<file path="config.mk">
export PLATFORM = sky130hd
export DESIGN_NAME = equal32_arbiter
export DESIGN_NICKNAME = d
export VERILOG_FILES = /design/src/rtl/alu32_pkg.sv /design/src/rtl/equal32.sv /design/src/rtl/equal32_arbiter.sv
export SDC_FILE = /design/constraint.sdc
export NUM_CORES = 1
export LEC_CHECK = 0
export CAP_MARGIN = 5
export CORE_MARGIN = 2
export CORE_UTILIZATION = 41
export DETAILED_ROUTE_END_ITERATION = 12
export GPL_TIMING_DRIVEN = 0
export HOLD_SLACK_MARGIN = 0.08
export PLACE_DENSITY = 0.86
export SYNTH_ARGS = -nofsm -noshare
export SYNTH_HDL_FRONTEND = slang
export SYNTH_SLANG_ARGS = --single-unit
export TNS_END_PERCENT = 20
</file>
<file path="constraint.sdc">
create_clock -name clk -period 2.3 [get_ports clk]
set_input_delay 0.23 -clock clk [delete_from_list [all_inputs] [get_ports clk]]
set_output_delay 0.23 -clock clk [all_outputs]
set_load 0.005 [all_outputs]
</file>
<file path="src/rtl/alu32_pkg.sv">
// rtl/alu32_pkg.sv - shared word width and word type for the alu32 server
package alu32_pkg;

    localparam int WORD_W = 32;

    typedef logic [WORD_W-1:0] word_t;

endpackage

</file>
<file path="src/rtl/equal32.sv">
// rtl/equal32.sv - 32-bit bitwise equality comparator
module equal32
    import alu32_pkg::*;
(
    input  word_t x,
    input  word_t y,
    output logic  equal
);

    assign equal = (x == y);

endmodule

</file>
<file path="src/rtl/equal32_arbiter.sv">
// rtl/equal32_arbiter.sv - round-robin share of one equal32 among N_REQ requesters
module equal32_arbiter
    import alu32_pkg::*;
#(
    parameter int N_REQ = 4,
    parameter int ID_W  = $clog2(N_REQ),
    parameter int CNT_W = 16
) (
    input  logic                  clk,
    input  logic                  rst,
    input  logic [N_REQ-1:0]      req_valid,
    output logic [N_REQ-1:0]      req_ready,
    input  word_t [N_REQ-1:0]     req_x,
    input  word_t [N_REQ-1:0]     req_y,
    output logic                  rsp_valid,
    input  logic                  rsp_ready,
    output logic [ID_W-1:0]       rsp_id,
    output logic                  rsp_equal,
    output logic [CNT_W-1:0]      cmp_count,
    output logic [CNT_W-1:0]      match_count
);

    logic              s1_valid_q, s1_valid_d;
    logic [ID_W-1:0]   s1_id_q, s1_id_d;
    word_t             s1_x_q, s1_x_d;
    word_t             s1_y_q, s1_y_d;
    logic [ID_W-1:0]   rr_ptr_q, rr_ptr_d;
    logic              rsp_valid_q, rsp_valid_d;
    logic [ID_W-1:0]   rsp_id_q, rsp_id_d;
    logic              rsp_equal_q, rsp_equal_d;
    logic [CNT_W-1:0]  cmp_count_q, cmp_count_d;
    logic [CNT_W-1:0]  match_count_q, match_count_d;

    logic              s1_adv, s2_adv, accept, gnt_any, cmp_equal;
    logic [ID_W-1:0]   gnt_id;
    logic [N_REQ-1:0]  grant;

    equal32 u_equal32 (
        .x     (s1_x_q),
        .y     (s1_y_q),
        .equal (cmp_equal)
    );

    assign s2_adv = !rsp_valid_q || rsp_ready;
    assign s1_adv = !s1_valid_q || s2_adv;
    assign accept = gnt_any && s1_adv;

    // First valid requester at or after rr_ptr, wrapping modulo N_REQ
    always_comb begin
        gnt_any = 1'b0;
        gnt_id  = '0;
        grant   = '0;
        for (int k = 0; k < N_REQ; k++) begin
            if (!gnt_any && req_valid[(int'(rr_ptr_q) + k) % N_REQ]) begin
                gnt_any = 1'b1;
                gnt_id  = ID_W'((int'(rr_ptr_q) + k) % N_REQ);
            end
        end
        grant[gnt_id] = gnt_any;
    end

    assign req_ready = grant & {N_REQ{s1_adv && !rst}};

    always_comb begin
        s1_valid_d    = s1_valid_q;
        s1_id_d       = s1_id_q;
        s1_x_d        = s1_x_q;
        s1_y_d        = s1_y_q;
        rr_ptr_d      = rr_ptr_q;
        rsp_valid_d   = rsp_valid_q;
        rsp_id_d      = rsp_id_q;
        rsp_equal_d   = rsp_equal_q;
        cmp_count_d   = cmp_count_q;
        match_count_d = match_count_q;

        if (s1_adv) begin
            s1_valid_d = accept;
            if (accept) begin
                s1_id_d  = gnt_id;
                s1_x_d   = req_x[gnt_id];
                s1_y_d   = req_y[gnt_id];
                rr_ptr_d = ID_W'((int'(gnt_id) + 1) % N_REQ);
            end
        end

        if (s2_adv) begin
            rsp_valid_d = s1_valid_q;
            if (s1_valid_q) begin
                rsp_id_d    = s1_id_q;
                rsp_equal_d = cmp_equal;
            end
        end

        // Statistics saturate at all-ones so a long debug run never wraps
        if (rsp_valid_q && rsp_ready) begin
            if (cmp_count_q != '1) begin
                cmp_count_d = cmp_count_q + CNT_W'(1);
            end
            if (rsp_equal_q && (match_count_q != '1)) begin
                match_count_d = match_count_q + CNT_W'(1);
            end
        end
    end

    always_ff @(posedge clk) begin
        if (rst) begin
            s1_valid_q    <= 1'b0;
            s1_id_q       <= '0;
            s1_x_q        <= '0;
            s1_y_q        <= '0;
            rr_ptr_q      <= '0;
            rsp_valid_q   <= 1'b0;
            rsp_id_q      <= '0;
            rsp_equal_q   <= 1'b0;
            cmp_count_q   <= '0;
            match_count_q <= '0;
        end else begin
            s1_valid_q    <= s1_valid_d;
            s1_id_q       <= s1_id_d;
            s1_x_q        <= s1_x_d;
            s1_y_q        <= s1_y_d;
            rr_ptr_q      <= rr_ptr_d;
            rsp_valid_q   <= rsp_valid_d;
            rsp_id_q      <= rsp_id_d;
            rsp_equal_q   <= rsp_equal_d;
            cmp_count_q   <= cmp_count_d;
            match_count_q <= match_count_d;
        end
    end

    assign rsp_valid   = rsp_valid_q;
    assign rsp_id      = rsp_id_q;
    assign rsp_equal   = rsp_equal_q;
    assign cmp_count   = cmp_count_q;
    assign match_count = match_count_q;

endmodule

</file>
# Word-level counts from Yosys, hierarchy flattened
# Cells that the tools add are included.
[totals]
wordCells = 78
output_inout_bits = 40
regBits = 105
[classes]
n_reduce_logical = 23
n_eq_ne = 3
bitwise = 5
order_cmp = 6
add_sub_neg = 6
n_mux = 25
[ops]
columns = ["cell", "n"]
rows = [
  ["binary-select mux 32 bit (select 2 bit)", 2],
  ["2-to-1 mux 32 bit", 2],
  ["adder 16 x 1 -> 16 bit, second input constant", 2],
  ["equality test 32 bit", 1],
  ["inequality test 16 bit, second input constant", 2],
  ["< comparator 3 x 4 -> 1 bit, second input constant", 3],
  ["2-to-1 mux 1 bit", 12],
  ["AND 4 bit", 2],
  ["binary-select mux 1 bit (select 2 bit)", 4],
  ["logical AND 1 bit", 8],
  ["2-to-1 mux 2 bit", 4],
  ["AND reduction 2 bit", 4],
  ["zero test 1 bit", 6],
  ["< comparator 2 x 3 -> 1 bit, second input constant", 2],
  ["OR reduction 2 bit", 3],
  ["adder 2 x 1 -> 2 bit, second input constant", 2],
  ["adder 2 bit, second input constant", 2],
  ["AND 1 bit, first input constant", 3],
  ["demux 1 bit (select 2 bit)", 1],
  ["greater-or-equal comparator 2 x 1 -> 1 bit, second input constant", 1],
  ["logical OR 1 bit", 2],
]

# Longest topological paths before layout
# Gate-level depths: netlist of the first run.
[logic_depth]
depth_word = 20
mapped_depth = 9

# Modules after synthesis
# From an unflattened synthesis of the first run, not the netlist that was laid out.
[unflattened]
hier_cells = 721
hier_area_um2 = 6257.3
[modules_own_cells]
columns = ["mod", "cells_per_inst", "area_per_inst_um2", "seq_area_each_um2", "n_inst"]
rows = [
  ["equal32_arbiter", 678, 5910.7, 2102.0, 1],
  ["equal32", 43, 346.6, 0.0, 1],
]

# Worst setup path before layout of the first run
# No wires, ideal clock.
[synth_timing]
path_kind = "input port to flip-flop"
start = "input port req_valid[1]"
end = "register s1_x_q[23]"
stages = 9
arrival_time_ps = 1611
setup_slack_ps = 555
path_buffers = 4
path_cell_list = "buf_6 > or4_4 > and2_4 > buf_6 > buf_6 > buf_6 > nand3_2 > a21o_1 > o211ai_1"
[synth_via]
elab_chain_len = 14
word_cells_on_any_way = 29
cone_classes = "mux (21); reduce/logical (8)"
[synth_rtl]
columns = ["item", "line", "rtl"]
rows = [
  ["start: declaration", "equal32_arbiter.sv:11", "input logic [N_REQ-1:0] req_valid,"],
  ["binary-select mux 1 bit (select 2 bit)", "equal32_arbiter.sv:54", "if (!gnt_any && req_valid[(int'(rr_ptr_q) + k) % N_REQ]) begin"],
  ["2-to-1 mux 1 bit (not written as such)", "equal32_arbiter.sv:54", ""],
  ["2-to-1 mux 1 bit", "equal32_arbiter.sv:54", ""],
  ["zero test 1 bit", "equal32_arbiter.sv:54", ""],
  ["logical AND 1 bit", "equal32_arbiter.sv:54", ""],
  ["2-to-1 mux 1 bit", "equal32_arbiter.sv:54", ""],
  ["zero test 1 bit", "equal32_arbiter.sv:54", ""],
  ["logical AND 1 bit", "equal32_arbiter.sv:54", ""],
  ["2-to-1 mux 1 bit", "equal32_arbiter.sv:54", ""],
  ["zero test 1 bit", "equal32_arbiter.sv:54", ""],
  ["logical AND 1 bit", "equal32_arbiter.sv:54", ""],
  ["2-to-1 mux 2 bit / 2-to-1 mux 1 bit (equally long branches)", "equal32_arbiter.sv:54", ""],
  ["binary-select mux 32 bit (select 2 bit) / logical AND 1 bit (equally long branches)", "equal32_arbiter.sv:80, equal32_arbiter.sv:46", ""],
  ["2-to-1 mux 32 bit (not written as such) / AND reduction 2 bit (equally long branches)", "-", ""],
  ["end signal: assignment", "equal32_arbiter.sv:109", "s1_x_q <= '0;"],
  ["end signal: assignment", "equal32_arbiter.sv:120", "s1_x_q <= s1_x_d;"],
  ["end: declaration", "equal32_arbiter.sv:25", "word_t s1_x_q, s1_x_d;"],
]
# Several ways; a longest one is shown, not always the timed one. The select of a mux whose other input is x is not followed.
# A chain may end at the register's enable or synchronous reset.

# Worst setup path after layout of the first run
[layout_timing]
start = "register rr_ptr_q[1]"
end = "output port req_ready[3]"
[layout_via]
elab_chain_len = 18
word_cells_on_any_way = 35
cone_classes = "add/sub (3); order compare (2); mux (21); bitwise (2); reduce/logical (7)"
[layout_rtl]
columns = ["item", "line", "rtl"]
rows = [
  ["start: declaration", "equal32_arbiter.sv:27", "logic [ID_W-1:0] rr_ptr_q, rr_ptr_d;"],
  ["start signal: assignment", "equal32_arbiter.sv:122", "rr_ptr_q <= rr_ptr_d;"],
  ["adder 2 x 1 -> 2 bit / binary-select mux 1 bit (select 2 bit) (equally long branches)", "equal32_arbiter.sv:54, equal32_arbiter.sv:56", ""],
  ["binary-select mux 1 bit (select 2 bit) / 2-to-1 mux 1 bit (equally long branches)", "equal32_arbiter.sv:54", ""],
  ["2-to-1 mux 1 bit (not written as such)", "equal32_arbiter.sv:54", ""],
  ["2-to-1 mux 1 bit (not written as such) / zero test 1 bit (equally long branches)", "equal32_arbiter.sv:54", ""],
  ["logical AND 1 bit", "equal32_arbiter.sv:54", ""],
  ["2-to-1 mux 1 bit", "equal32_arbiter.sv:54", ""],
  ["zero test 1 bit", "equal32_arbiter.sv:54", ""],
  ["logical AND 1 bit", "equal32_arbiter.sv:54", ""],
  ["(+2 left out)", "-", ""],
  ["logical AND 1 bit", "equal32_arbiter.sv:54", ""],
  ["2-to-1 mux 2 bit", "equal32_arbiter.sv:54", ""],
  ["< comparator 2 x 3 -> 1 bit (not written as such) / greater-or-equal comparator 2 x 1 -> 1 bit (equally long branches)", "equal32_arbiter.sv:59", "grant[gnt_id] = gnt_any;"],
  ["logical AND 1 bit (not written as such)", "equal32_arbiter.sv:59", ""],
  ["2-to-1 mux 1 bit (not written as such)", "equal32_arbiter.sv:59", ""],
  ["demux 1 bit (select 2 bit)", "equal32_arbiter.sv:59", ""],
  ["AND 4 bit (no line) *", "-", ""],
  ["AND 4 bit *", "equal32_arbiter.sv:62", "assign req_ready = grant & {N_REQ{s1_adv && !rst}};"],
  ["end: declaration", "equal32_arbiter.sv:12", "output logic [N_REQ-1:0] req_ready,"],
]
# Mark *: on every way between the ends. The rest lies on a longest branch, timed or not. The select of a mux whose other input is x is not followed.

==> results of run 1 <==
worst max-delay path by stage:
stage	from	end	slack, ps	cells past startpoint
after global placement	req_valid[0]	req_ready[2]	-620	7
after global routing	rr_ptr_q[1]$_SDFFE_PP0P_	req_ready[3]	-70	8
final	rr_ptr_q[1]$_SDFFE_PP0P_	req_ready[3]	-7	8
after floorplan	req_valid[1]	s1_x_q[23]$_SDFFE_PP0P_	550	9
after detailed placement	req_valid[0]	req_ready[2]	-650	7
after CTS	rr_ptr_q[1]$_SDFFE_PP0P_	req_ready[3]	3	8
routing by layer:
layer  track usage, %  up-vias  routed length (um)
met5                0        -                  13
met3            6.069       49                1723
met2            55.42      302               13210
met4            11.26        2                 741
met1            32.47     3299                8902
li1                 -     3437                   -
flip-flops by register name, indices dropped and copies added, names as in the netlist, 2 cells and up:
| register | cells |
|---|---|
| cmp_count | 16 |
| match_count | 16 |
| rr_ptr_q | 2 |
| rsp_id | 2 |
| s1_id_q | 2 |
| s1_x_q | 32 |
| s1_y_q | 32 |
placed cells by master (no fill, tap or decap), types with 14 or more instances in the layout:
| cell type | Yosys | routed |
|---|---|---|
| sky130_fd_sc_hd__clkdlybuf4s50_1 | 0 | 293 |
| sky130_fd_sc_hd__dfxtp_1 | 105 | 104 |
| sky130_fd_sc_hd__nand3_1 | 57 | 57 |
| sky130_fd_sc_hd__o211ai_1 | 66 | 66 |
| sky130_fd_sc_hd__xnor2_1 | 22 | 22 |
| sky130_fd_sc_hd__mux2i_1 | 69 | 69 |
| sky130_fd_sc_hd__nand2_1 | 141 | 141 |
| sky130_fd_sc_hd__buf_4 | 8 | 14 |
| sky130_fd_sc_hd__nor2_1 | 37 | 37 |
| sky130_fd_sc_hd__xor2_1 | 31 | 31 |
| sky130_fd_sc_hd__a21o_1 | 65 | 65 |
| sky130_fd_sc_hd__nand3_2 | 16 | 16 |
| sky130_fd_sc_hd__buf_2 | 23 | 21 |
synth_stat cells (all sizes together) (11+ instances only):
library cell	instances	area share [%]
nor2	37	2.2
xor2	31	4.2
xnor2	22	3.0
o211ai	66	7.7
nand4	12	1.2
nand2	142	8.3
buf	44	4.2
a21oi	13	1.0
mux2i	69	11
dfxtp	105	33
clkbuf	13	0.81
a21o	65	7.6
nand3	73	6.9
o21ai	11	0.85
where the power goes:
part           internal [mW]  total [mW]  switching (mW)
clock                  0.845        1.56           0.717
combinational          0.893        1.60           0.709
sequential              2.00        2.15           0.154
per-stage QoR:
stage,TNS (ps),worst slack [ps]
after global placement,-12850,-619.7
after detailed placement,-14460,-645.2
after floorplan,0,554.9
after global routing,-93.59,-68.03
after CTS,0,2.508
final,-7.359,-7.359
layout make-up:
class | instances | area share, %
Tap cell | 211 | 2.607
Antenna cell | 2 | 0.04942
Clock inverter | 5 | 0.5560
Sequential cell | 105 | 20.77
Clock buffer | 11 | 2.298
Timing Repair Buffer | 305 | 29.94
Buffer | 57 | 3.608
Multi-Input combinational cell | 611 | 39.81
Inverter | 10 | 0.3706
timing repair:
item	CTS	global route
pin swaps	4	1
buffers inserted	4	0
endpoints found under the setup margin	4	3
endpoints found under the hold margin	0	0
resized for setup	33	1
critical path, delay by kind of cell (launching register included):
family / cells / cell delay [ps]
compound gates: 3 / 400
buf+inv: 3 / 550
simple gates: 2 / 450
flops: 1 / 320
logic make-up after synthesis:
kind of cell | after synthesis
mux | 70
compound gates | 173
xor+xnor | 53
flops | 105
fa+ha+maj | 2
buf+inv | 67
simple gates | 313
==> results.toml, run 1 <==
[setup_path]
critPathMaxStageDelay_ps = 370
setup.worst_path.end_class = "output pin"
timing.critical_path.fanout_max = 10
timing.rr.start = "rr_ptr_q[1]$_SDFFE_PP0P_"
crit_chain = "buf_4, a21o_1, a21boi_2, o21ai_2, or3_4, clkbuf_16, nor2_1, clkdlybuf4s15_2"
timing.critical_path.required_ps = 2070
r2r_end = "s1_x_q[12]$_SDFFE_PP0P_"
worst_r2r_path_depth = 9
critical_path_arrival_ps = 2080
crit_path_top_delay_cell = "sky130_fd_sc_hd__or3_4"
setup.reg_to_reg.worst_slack_ps = 210
setup.worst_path.class = "reg2out"
timing.critical_path.from_type = "register"

[timing]
final.setup.worst_slack_ps = -7.359
max_freq_mhz = 433.4
grt_setup_unrepaired = "yes"
final_max_slew_viol_count = 0
fin_worst_hold_slack_ps = 310.5
timing.max_slew.rel_slack_pct = 45.07
finClkSkew_ps = 5.821
layout_min_cycle_time_ps = 2307
fin_crit_sh_pct = 100.3
tightestPinTransition_ps = 815.3
finish_stage_setup_viols = 1
final-hold-violation-count = 0

[pwr]
vdd_drop_max_mv = 0.3947
static-leakage-power_nw = 3.844
power.total_mw = 5.317
power_density_nw_per_um2 = 525.1

[global_routing]
gr-total-overflow = 0
grt_pass1_wl_um = 37880
grt_start_max_net_pins = 17
number_of_antenna_violations_at_the_first_check_in_global_routing = 2
track_usage_pct = 29.48
first_global_vias = 7220

[placed_design]
dpl_cell_area_um2 = 9728
dp.final_hpwl_um = 19650
place_congestion = 0.8708
port-buffer-count = 301
dp.cells = 1295

[final_layout]
final_util_pct = 66.13
synthToLayoutAreaGrowth_pct = 56.98
stdcell_count = 1317
multi_input_area_um2 = 4031
nets = 1364
final-seq-area_um2 = 2103
post_route_cells_drive_above_1_share_pct = 8.424
design_area_um2 = 10130
layout.filler_cells = 1319

[clock_tree]
postCtsHoldBufs = 0
worst_skew_pair.late_latency_ps = 350
ctsRootBufferMaster = "sky130_fd_sc_hd__clkbuf_16"
cts_buffer_depth = 2
clk_pin_slew_ps = 70
tritoncts.num_buffers = 9
cts_tree = "yes"
ctsHtreeMaxLevel = 3
cts.sinks = 105

[status]
failed_checks = "setup timing"
result_of_the_run = "finished, violations left"

[detailed_routing]
routed_wire_length_um = 24590
final_routed_drc_violation_total = 0
num_vias = 7089
routed_wire_length_per_instance_um = 18.67
route.detailed.vias_per_inst = 5.383
postRouteAntennaNets = 0
number_of_drc_violations_after_detailed_routing_iteration_0 = 453
dr.pass1.iters = 5

[logic_synthesis]
post_synth_num_cell_types = 55
yosysWarnings = 0
yosys_register_bits = 105
synth_edf_count = 0
synth_simple_gate_area_share_pct = 23.64
post_synth_instance_area_um2 = 6451
synth_mux_area_share_pct = 10.88
synthesis.nets = 1048
postSynth.asyncResetShare_pct = 0
synth_top_family_by_area = "simple AND/OR/NAND/NOR gates"
synth-compound-area-share_pct = 19.74
synth.yosys.seq_area_share_pct = 32.58
syn_area_per_cell_um2 = 8.239
adder_cell_fraction_of_synth_area_pct = 0.3879
synth-main-ff-cell = "sky130_fd_sc_hd__dfxtp_1"
synth-xor-area-share_pct = 7.196
syn_inst = 783

[floorplanning]
fp-row-count = 45
die_y_extent_um = 129.4
dieArea_um2 = 16750
placeableCoreArea_um2 = 15310
dieWidth_um = 129.4
initial_utilization_pct = 42.12
io_pins = 303

[worst_hold_path]
min-delay-start = "req_valid[1]"
worstHoldPathCells = 4
holdPathEnd = "s1_valid_q$_SDFFE_PP0N_"
hp-class = "in2reg"

[run]
max_cap_violations = 0
(Power assumes the default switching activity.)
==> run 2: changes to the inputs <==
--- a/config.mk
+++ b/config.mk
@@ -7,11 +7,11 @@
 export LEC_CHECK = 0
 export CAP_MARGIN = 5
 export CORE_MARGIN = 2
-export CORE_UTILIZATION = 41
+export CORE_UTILIZATION = 42
 export DETAILED_ROUTE_END_ITERATION = 12
 export GPL_TIMING_DRIVEN = 0
 export HOLD_SLACK_MARGIN = 0.08
-export PLACE_DENSITY = 0.86
+export PLACE_DENSITY = 0.88
 export SYNTH_ARGS = -nofsm -noshare
 export SYNTH_HDL_FRONTEND = slang
 export SYNTH_SLANG_ARGS = --single-unit
==> run 2 against run 1 <==
  * The flow now finishes without violations
  * Clock-buffer cell count grew 1
  * First-iteration DRC count decreased by 21%
  * Total power fell by 0.15%
  * Final cell count decreased by 1.5%
  * Sequential power about the same
  * Core utilization rose by 1.2 points
  * Sequential share of layout area about the same
  * Worst setup slack better by 52 ps
  * Non-clock buffer count increased by 3
  * Clock power is essentially flat
  * Sequential cell count unchanged
  * Routed wire length is essentially flat
==> results.toml, run 2 (synthesized netlist as in run 1, its figures left out) <==
[status]
result_of_the_run = "completed"

[final_layout]
synthToLayoutAreaGrowth_pct = 57.37
final_util_pct = 67.28
stdcell_count = 1297
layout.filler_cells = 1230
nets = 1367
commonest_non_fill_non_tap_cells_in_the_layout = "sky130_fd_sc_hd__clkdlybuf4s50_1, sky130_fd_sc_hd__nand2_1, sky130_fd_sc_hd__dfxtp_1, sky130_fd_sc_hd__mux2i_1, sky130_fd_sc_hd__o211ai_1"
layout_commonest_cell = "sky130_fd_sc_hd__clkdlybuf4s50_1"
largestRegisters = "s1_x_q (32), s1_y_q (32)"
post_route_cells_drive_above_1_share_pct = 9.033

[detailed_routing]
final_routed_drc_violation_total = 0
routed_wire_length_um = 24590
number_of_drc_violations_after_detailed_routing_iteration_0 = 359
routed_wire_length_per_instance_um = 18.96
num_vias = 7205
dr.pass1.iters = 6
postRouteAntennaNets = 0
route.detailed.vias_per_inst = 5.555

[clock_tree]
tritoncts.num_buffers = 9
clk_pin_slew_ps = 70
worst_skew_pair.late_latency_ps = 350
cts_tree = "yes"
cts_buffer_depth = 2
ctsRootBufferMaster = "sky130_fd_sc_hd__clkbuf_16"
ctsHtreeMaxLevel = 3
cts.sinks = 105

[setup_path]
r2r_end = "s1_x_q[11]$_SDFFE_PP0P_"
timing.critical_path.from_type = "register"
setup.reg_to_reg.worst_slack_ps = 290
crit_path_top_delay_cell = "sky130_fd_sc_hd__or3_4"
worst_r2r_path_depth = 8
setup.worst_path.class = "reg2out"
timing.critical_path.required_ps = 2070
timing.critical_path.fanout_max = 10
timing.critical_path.to = "req_ready[3]"
setup.worst_path.end_class = "output pin"
setup.worst_path.start = "rsp_valid$_SDFFE_PP0P_"
critical_path_arrival_ps = 2030
crit_chain = "nand3b_1, buf_4, nand2_4, or3_4, clkbuf_16, nor2_1, clkdlybuf4s15_1"
timing.rr.start = "rsp_valid$_SDFFE_PP0P_"
critPathMaxStageDelay_ps = 410

[pwr]
power_density_nw_per_um2 = 523.0
vdd_drop_max_mv = 0.3571
static-leakage-power_nw = 3.892

[placed_design]
dp.final_hpwl_um = 19760
minimum_setup_slack_after_placement_ps = -620.2
port-buffer-count = 301
dp.cells = 1272
place_congestion = 0.9035

[run]
max_cap_violations = 0

[floorplanning]
die_y_extent_um = 127.9
placeableCoreArea_um2 = 15090
dieArea_um2 = 16370
io_pins = 303
dieWidth_um = 127.9
fp-row-count = 45
initial_utilization_pct = 42.75

[timing]
final.setup.worst_slack_ps = 44.97
fin_crit_sh_pct = 98.04
final_max_slew_viol_count = 0
layout_min_cycle_time_ps = 2255
grt_setup_unrepaired = "yes"
max_freq_mhz = 443.5
final-hold-violation-count = 0
tightestPinTransition_ps = 845.0
finish_stage_setup_viols = 0
finClkSkew_ps = 8.513
timing.max_slew.rel_slack_pct = 43.07

[worst_hold_path]
hp-class = "in2reg"

[global_routing]
grt.met2_usage_pct = 54.48
met1_usage_pct = 31.71
grt_pass1_wl_um = 36830
track_usage_pct = 29.35
globalRoute.busiestLayer = "met2"
grt_start_max_net_pins = 17
number_of_antenna_violations_at_the_first_check_in_global_routing = 2
first_global_vias = 7060
met3_layer_usage_reported_by_global_route_pct = 6.177
gr-total-overflow = 0
## run 2: cell types whose count changed in the layout (fill, tap and decap cells not counted), sizes merged
cell          change
buf               +4
bufinv            -1
dlygate4sd2       -2
dlymetal6s2s      +2
## run 2: critical path, delay by kind of cell (launching register included)
family	cells	cell delay, ps
buffers and inverters	3	550
DFF	1	380
and+or+nand+nor	4	750
## run 2: cell type report
cell class	count	area [um^2]	area share, %
flip-flops and latches	105	2108	20.77
diodes	2	5.005	0.04930
clock inverters	4	26.28	0.2588
inverters	10	37.54	0.3697
well taps	188	235.2	2.317
repair buffers	308	3060	30.15
multi-input cells	611	4031	39.71
plain buffers	57	381.6	3.759
clock buffers	12	266.5	2.625
## run 2: worst min-delay path by stage
| stage | from | endpoint | slack [ps] | cells after the start |
|---|---|---|---|---|
| after detailed placement | s1_id_q[0]$_SDFFE_PP0P_ | s1_id_q[0]$_SDFFE_PP0P_ | 460 | 2 |
| after CTS | req_valid[1] | s1_valid_q$_SDFFE_PP0N_ | 300 | 4 |
| after global placement | s1_id_q[0]$_SDFFE_PP0P_ | s1_id_q[0]$_SDFFE_PP0P_ | 440 | 2 |
| after global routing | req_valid[1] | s1_valid_q$_SDFFE_PP0N_ | 340 | 4 |
| after floorplan | req_x[0] | s1_x_q[0]$_SDFFE_PP0P_ | 360 | 2 |
| final | req_valid[1] | s1_valid_q$_SDFFE_PP0N_ | 320 | 4 |
## run 2: per-layer routing
| layer | share of wire, % | vias up |
|---|---|---|
| met5 | 0 | - |
| li1 | - | 3443 |
| met1 | 36 | 3357 |
| met4 | 4.3 | 0 |
| met3 | 7.4 | 63 |
| met2 | 53 | 342 |
## run 2: per-stage QoR
stage | area [um^2] | setup TNS [ps] | power (mW) | hold slack (ps)
after CTS | 10090 | -155.7 | 5.307 | 297.8
after floorplan | 6451 | 0 | 2.970 | 356.2
after global routing | 10150 | -34.47 | 5.525 | 342.7
final | 10150 | 0 | 5.309 | 317.6
after detailed placement | 9699 | -20210 | 3.757 | 463.6
after global placement | 9699 | -19910 | 3.730 | 443.1
## run 2: report_power, final
part	total, mW	switching [mW]	internal [mW]
logic	1.63	0.722	0.911
clock network	1.53	0.704	0.823
registers	2.15	0.149	2.00
total	5.31	1.58	3.73
## run 2: timing repair
item,in CTS,in global routing
setup endpoints to repair,9,6
pin swaps,4,3
resized for setup,31,12
setup buffers,3,4
endpoints found under the hold margin,0,0
hold buffers,0,0
==> run 3: changes to the inputs <==
--- a/config.mk
+++ b/config.mk
@@ -6,12 +6,11 @@
 export NUM_CORES = 1
 export LEC_CHECK = 0
 export CAP_MARGIN = 5
-export CORE_MARGIN = 2
-export CORE_UTILIZATION = 42
+export CORE_UTILIZATION = 25
 export DETAILED_ROUTE_END_ITERATION = 12
 export GPL_TIMING_DRIVEN = 0
 export HOLD_SLACK_MARGIN = 0.08
-export PLACE_DENSITY = 0.88
+export PLACE_DENSITY = 0.59
 export SYNTH_ARGS = -nofsm -noshare
 export SYNTH_HDL_FRONTEND = slang
 export SYNTH_SLANG_ARGS = --single-unit
==> constraint.sdc (replaced) <==
create_clock -name clk -period 2.3 [get_ports clk]
set_input_delay 0.23 -clock clk [delete_from_list [all_inputs] [get_ports clk]]
set_output_delay 0.23 -clock clk [all_outputs]
set_load 0.01 [all_outputs]
==> run 3 against run 2 <==
  * Cell area grew 1.5%
  * Sequential share of layout area shrank 0.33 points
  * Die area grew 62%
  * Sequential cell count is the same
  * Worst setup slack gained 28 ps
  * Global-route usage shrank 9.3 points
  * Combinational power is essentially flat
  * Hold slack lost 7.5 ps
  * Sequential power is essentially flat
  * Via count shrank 5.0%
  * Fmax grew 1.3%
  * Critical path type is now in2out
  * Critical endpoint unchanged
  * Highest routed layer unchanged
==> results.toml, run 3 (synthesized netlist as in run 1, its figures left out) <==
[timing]
timing.max_slew.rel_slack_pct = 48.62
fin_crit_sh_pct = 96.83
grt_setup_unrepaired = "yes"
max_freq_mhz = 449.0
fin_worst_hold_slack_ps = 310.2
finalSetupTns_ps = 0
tightestPinTransition_ps = 762.6
layout_min_cycle_time_ps = 2227
final-hold-violation-count = 0
finish_stage_setup_viols = 0
final_max_slew_viol_count = 0
finClkSkew_ps = 8.786

[final_layout]
final_util_pct = 40.78
commonest_non_fill_non_tap_cells_in_the_layout = "sky130_fd_sc_hd__clkdlybuf4s50_1, sky130_fd_sc_hd__nand2_1, sky130_fd_sc_hd__dfxtp_1, sky130_fd_sc_hd__mux2i_1, sky130_fd_sc_hd__o211ai_1"
layout_commonest_cell = "sky130_fd_sc_hd__clkdlybuf4s50_1"
synthToLayoutAreaGrowth_pct = 59.66
stdcell_count = 1437
post_route_cells_drive_above_1_share_pct = 9.050
largestRegisters = "s1_x_q (32), s1_y_q (32)"
nets = 1365
layout.filler_cells = 2665

[global_routing]
gr-total-overflow = 0
grt_pass1_wl_um = 39660
grt_start_max_net_pins = 20
first_global_vias = 6789
number_of_antenna_violations_at_the_first_check_in_global_routing = 2
track_usage_pct = 20.01

[worst_hold_path]
hp-class = "in2reg"
min-delay-start = "req_valid[1]"

[placed_design]
dp.final_hpwl_um = 21140
dp.cells = 1414
place_congestion = 0.8430
port-buffer-count = 301

[setup_path]
worst_r2r_path_depth = 8
setup.worst_path.end_class = "output pin"
timing.rr.start = "rr_ptr_q[1]$_SDFFE_PP0P_"
timing.critical_path.from_type = "primary input"
critical_path_arrival_ps = 2000
r2r_end = "s1_x_q[12]$_SDFFE_PP0P_"
crit_chain = "clkdlybuf4s50_1, or4_4, nand2_4, or3_4, clkbuf_16, nor2_1, buf_2"
setup.worst_path.class = "in2out"
timing.critical_path.to = "req_ready[3]"
timing.critical_path.fanout_max = 10
setup.reg_to_reg.worst_slack_ps = 250
critPathMaxStageDelay_ps = 620
crit_path_top_delay_cell = "sky130_fd_sc_hd__or4_4"
setup.worst_path.start = "req_valid[0]"
timing.critical_path.required_ps = 2070

[floorplanning]
fp-row-count = 58
placeableCoreArea_um2 = 25250
initial_utilization_pct = 25.54
io_pins = 303
dieWidth_um = 162.6
die_y_extent_um = 162.6
dieArea_um2 = 26450

[clock_tree]
postCtsHoldBufs = 0
cts_buffer_depth = 2
ctsHtreeMaxLevel = 3
cts.sinks = 105
ctsRootBufferMaster = "sky130_fd_sc_hd__clkbuf_16"
tritoncts.num_buffers = 9
cts_tree = "yes"
clk_pin_slew_ps = 70
worst_skew_pair.late_latency_ps = 360

[detailed_routing]
routed_wire_length_per_instance_um = 18.30
routed_wire_length_um = 26300
final_routed_drc_violation_total = 0
number_of_drc_violations_after_detailed_routing_iteration_0 = 321
route.detailed.vias_per_inst = 4.764
num_vias = 6846
postRouteAntennaNets = 0
dr.pass1.iters = 4

[run]
max_cap_violations = 0

[pwr]
power_density_nw_per_um2 = 522.3
power.total_mw = 5.379
vdd_drop_max_mv = 0.2978
static-leakage-power_nw = 3.854

[status]
result_of_the_run = "completed"
[run 3: cell count changes in the layout (fill, tap and decap cells not counted), moves of 2 or more]
cell	before	now
sky130_fd_sc_hd__buf_6	10	8
sky130_fd_sc_hd__clkinv_2	2	0
sky130_fd_sc_hd__dlymetal6s2s_1	2	0
sky130_fd_sc_hd__inv_6	0	2
[run 3: report_power, final]
part	internal [mW]	switching, mW
clock network	0.835	0.748
logic	0.896	0.747
registers	2.00	0.152
total	3.73	1.65
[run 3: worst max-delay path, delay by kind of cell]
family | cells | cell delay [ps]
buf+inv | 3 | 810
simple gates | 4 | 940
[run 3: timing repair]
| item | in CTS | in global routing |
|---|---|---|
| pin swaps | 3 | 1 |
| setup endpoints to repair | 43 | 9 |
| gates resized for setup | 37 | 7 |
| endpoints found under the hold margin | 0 | 0 |
| buffers inserted | 5 | 1 |
[run 3: how the worst min path moves through the flow]
stage | end | slack (ps) | depth (start not counted)
2_1_floorplan | s1_x_q[0]$_SDFFE_PP0P_ | 360 | 2
3_3_place_gp | s1_id_q[0]$_SDFFE_PP0P_ | 460 | 2
3_5_place_dp | s1_id_q[0]$_SDFFE_PP0P_ | 460 | 2
4_1_cts | rr_ptr_q[0]$_SDFFE_PP0P_ | 290 | 3
5_1_grt | rr_ptr_q[0]$_SDFFE_PP0P_ | 310 | 3
6_report | rr_ptr_q[0]$_SDFFE_PP0P_ | 310 | 3
[run 3: per-layer routing]
layer	wire length, um	track usage (%)
met1	11270	24.61
met2	12760	34.65
met3	1793	4.787
met4	473	5.310
met5	0	0
[run 3: area by class of cell]
class	instances	area [um^2]	area share, %
Clock buffer	12	266.5	2.587
Antenna cell	2	5.005	0.04859
Multi-Input combinational cell	611	4035	39.18
Sequential cell	105	2105	20.43
Inverter	10	37.54	0.3644
Buffer	56	366.6	3.559
Tap cell	330	412.9	4.009
Timing Repair Buffer	307	3038	29.49
Clock inverter	4	33.78	0.3280
[run 3: stage by stage]
step	cell area (um^2)	setup slack [ps]
after CTS	10270	14.84
after global placement	9877	-793.8
after detailed placement	9877	-838.0
after global routing	10290	-11.70
after floorplan	6451	504.0
final	10300	73.00
